### src/rtl/pulse_chk_pkg.sv
// pulse_chk_pkg: shared channel state, pulse class codes and the width classifier
package pulse_chk_pkg;
    typedef enum logic {ST_IDLE, ST_MEASURE} state_t;
    typedef enum logic [1:0] {CLS_CLEAN, CLS_REJECT, CLS_ERROR} cls_t;
    // A saturated width means the real pulse was at least that long, so it is always clean
    function automatic cls_t classify(input int unsigned width, input int unsigned w_max,
                                      input int unsigned rej_lim, input int unsigned err_lim);
        return (width >= w_max) ? CLS_CLEAN :
               (width < rej_lim) ? CLS_REJECT :
               (width < err_lim) ? CLS_ERROR : CLS_CLEAN;
    endfunction
endpackage

### src/rtl/pulse_chk_channel.sv
// pulse_chk_channel: per-channel edge detect, level-width counter and classifier
module pulse_chk_channel
    import pulse_chk_pkg::*;
#(
    parameter int W_CNT      = 8,
    parameter int REJECT_LIM = 2,
    parameter int ERROR_LIM  = 4
) (
    input  logic             i_clk,
    input  logic             i_rst_n,
    input  logic             i_en,
    input  logic             i_sig,
    output logic             o_rpt_valid,
    output logic             o_lvl,
    output logic [W_CNT-1:0] o_width,
    output cls_t             o_cls
);
    localparam logic [W_CNT-1:0] W_MAX = '1;
    state_t           r_state, w_state_nxt;
    logic             r_sig_q, r_rpt_valid, r_lvl, w_edge, w_rpt;
    logic [W_CNT-1:0] r_wcnt, w_wcnt_nxt, r_width;
    cls_t             r_cls;
    assign w_edge      = i_sig != r_sig_q;
    assign o_rpt_valid = r_rpt_valid;
    assign o_lvl       = r_lvl;
    assign o_width     = r_width;
    assign o_cls       = r_cls;
    always_ff @(posedge i_clk) begin
        r_sig_q <= i_sig;
        if (!i_rst_n) begin
            r_state     <= ST_IDLE;
            r_wcnt      <= '0;
            r_rpt_valid <= 1'b0;
            r_lvl       <= 1'b0;
            r_width     <= '0;
            r_cls       <= CLS_CLEAN;
        end else begin
            r_state     <= w_state_nxt;
            r_wcnt      <= w_wcnt_nxt;
            r_rpt_valid <= w_rpt;
            r_lvl       <= w_rpt & r_sig_q;
            r_width     <= w_rpt ? r_wcnt : '0;
            r_cls       <= w_rpt ? classify(32'(r_wcnt), 32'(W_MAX), REJECT_LIM, ERROR_LIM) : CLS_CLEAN;
        end
    end
    always_comb w_state_nxt = !i_en ? ST_IDLE : w_edge ? ST_MEASURE : r_state;
    // The arming edge starts the count but only edges seen in MEASURE close a pulse
    always_comb begin
        w_rpt      = i_en && r_state == ST_MEASURE && w_edge;
        w_wcnt_nxt = !i_en ? '0 :
                     w_edge ? W_CNT'(1) :
                     (r_state == ST_MEASURE && r_wcnt != W_MAX) ? r_wcnt + 1'b1 : r_wcnt;
    end
endmodule

### config.mk
export PLATFORM = sky130hd
export DESIGN_NAME = pulse_chk_channel
export DESIGN_NICKNAME = d
export VERILOG_FILES = /design/src/rtl/pulse_chk_pkg.sv /design/src/rtl/pulse_chk_channel.sv
export SDC_FILE = /design/constraint.sdc
export NUM_CORES = 1
export LEC_CHECK = 0
export BUFFER_PORTS_ARGS = -buffer_cell sky130_fd_sc_hd__buf_2
export CAP_MARGIN = 20
export CORE_AREA = 2 2 62 64
export DETAILED_ROUTE_END_ITERATION = 16
export DIE_AREA = 0 0 64 66
export HOLD_SLACK_MARGIN = 0.02
export PLACE_DENSITY = 0.41
export SETUP_SLACK_MARGIN = 0.02
export SLEW_MARGIN = 20
export SYNTH_ARGS = -nofsm -noshare
export SYNTH_HDL_FRONTEND = slang
export SYNTH_SLANG_ARGS = --single-unit
### constraint.sdc
create_clock -name i_clk -period 1.6 [get_ports i_clk]
set_clock_uncertainty 0.05 [all_clocks]
set_input_delay 0.32 -clock i_clk [delete_from_list [all_inputs] [get_ports i_clk]]
set_output_delay 0.32 -clock i_clk [all_outputs]
set_load 0.01 [all_outputs]
==> impl_results.md <==
* Status: completed
* Worst R2R Setup Slack at 0.18 ns
* Post-DP HPWL at 1250 microns
* Chip height at 66 microns
* Syn. warnings at 0
* Root Driver: clkbuf_4
* Worst-case clock buffer depth at 2
* Post-CTS setup buffer count at 0
* Crit path launch type: register
* TritonCTS clock tree: yes
* Share of flip-flops with an asynchronous set or reset at 0
* CTS clk-pin slew, worst paths at 0.12 ns
* Fraction of final layout cells sized beyond drive strength 1 at 0.233
* Post-synth top cells: dfxtp_1, and2_1, nand3_1, a211oi_1
* FILL cells at 385
* Crit path capture type: register
* Crit path DAT at 1.61 ns
* Dominant synthesized flop cell: dfxtp_1
* Detail Route Antenna Nets at 0
* DRC Markers at 0
* Count leader, synth: dfxtp_1
* Num CTS Buffers at 3
* Initial antenna violation count at 0
* Buffers on Ports at 15
* Crit Path Class: register to register
* Total GRT Usage at 0.0871
* Worst Path Required at 1.79 ns
* Synthesized area per cell at 10.2 sq um
* Final net count at 110
* Routed WL at 1670 microns
* Total area of sequential cells at 440 sq um
* Pre-Repair DR Iteration Count at 2
* Worst skew pair latency at 0.30 ns
* Core box area at 3550 sq um
* Synth Instances at 83
* Largest net degree at the start of global routing at 13
* Vias at 659
* # diodes at 0
* First-pass GRT wire length at 2820 microns
* Synth Register Bits at 22
* Die area at 4220 sq um
* Final worst slack at 0.179 ns
* FP Rows at 22
* # setup viols final at 0
* RSZ-0062 raised after global routing: no
* Post-route setup TNS at 0 ns
* Max_cap viols at 0
* Layout area overhead at 21.4%
* Count of different cell masters after synthesis at 29
* Worst vdd ir at 231 uV
* Fin crit period at 1.42 ns
* Worst min path class: primary input to register
* Final worst-path cycle share at 0.888
* Synthesized area at 843 sq um
* Static Leakage at 0.000418 uW
* Post-synthesis sequential area ratio at 0.522
* F_max at 704 MHz
* DP Worst Slack at 0.116 ns
* Top cell type by total area after synthesis: dfxtp_1
* Worst-margin pin slew at 0.306 ns
* Hold Buf Count CTS at 0
* Grt ovf at 0
* Vias in the first global route at 609
* Final Hold Slack at 0.112 ns
* Resize count post-CTS at 0
* Top fanout value on the critical path at 9
* Rel. slew slack at 0.796
* Pwr/cell area at 831 nW/um^2
* Area of the multi-input gates at 369 sq um
* Post-synth EDFFs at 0
* Synth top area cells: dfxtp_1, and2_1, a211oi_1
* CTS Sinks at 22
* Fin. Hold Viols at 0
* IO Count at 16
* Initial Util at 0.237
* Syn nets at 88
* Via-per-instance ratio at 4.36
* Die X at 64 microns
* Slew Limit Fails at 0
* GP Congestion at 0.801
* Post-synth top area share at 0.522
* DR iter-0 viols at 7
* Routed WL per cell at 11.1 microns
* CTS H-Tree Depth at 1
-- sequential cells by signal (all words and copies together), names as in the netlist --
signal,flops
r_state,1
o_width,8
r_sig_q,1
o_cls,2
o_lvl,1
r_wcnt,8
o_rpt_valid,1
-- path summary, 6_finish.rpt --
check	end	depth (start not counted)	start
min	r_sig_q	1	i_sig
min reg2reg	o_lvl	1	r_sig_q
max	r_wcnt[1]	3	r_wcnt[4]
max reg2reg	r_wcnt[1]	3	r_wcnt[4]
-- metrics by stage --
stage          power, uW   util  cell area [sq um]  cells
2_1_floorplan        596      -                843     83
4_1_cts              864  0.288               1020    151
5_1_grt              896  0.288               1020    151
6_report             851  0.288               1020    151
3_5_place_dp         617  0.282               1000    148
3_3_place_gp         617  0.282               1000    148
-- critical path: stages (launching register included) --
cell and delay [ns]:
dfxtp_1 0.52, nand4_1 0.27, o21ai_0 0.31, mux2i_1 0.22
-- cells by family (layout without fill, tap and decap cells) --
group	Yosys count	count (layout)	synth area share
xor gates and xnor gates	2	2	0.0208
buffers and inverters	7	27	0.0401
and+or+nand+nor	35	35	0.251
DFF	22	22	0.522
adders and majority gates	1	1	0.0148
muxes	3	3	0.0356
AOI/OAI and AO/OA	13	13	0.116
-- final cells by class --
cell class	instances	share of cell area
Sequential cell	22	0.430
Multi-Input combinational cell	54	0.361
Timing Repair Buffer	21	0.117
Tap cell	48	0.0587
Clock buffer	3	0.0220
Inverter	3	0.0110
-- per-layer routing --
metal  vias up  GRT usage  wire [microns]
li1        346          -               -
met1       300      0.114             844
met2        11      0.135             751
met3         2     0.0204              60
met4         0     0.0408              14
met5         -          0               0
-- placed cells by master, fill, tap and decap left out, drive strengths merged, types with 3 or more instances in the layout --
cell,instances
nand3,6
and2,10
mux2i,3
nand4,3
dfxtp,22
and3,3
clkbuf,3
a211oi,5
buf,21
inv,3
-- power by group --
part	total [uW]	internal (uW)	switching [uW]
Sequential	556	553	3.15
Combinational	47.0	21.1	25.9
Clock	248	87.7	160
Total	851	662	189
(Power assumes the default switching activity.)
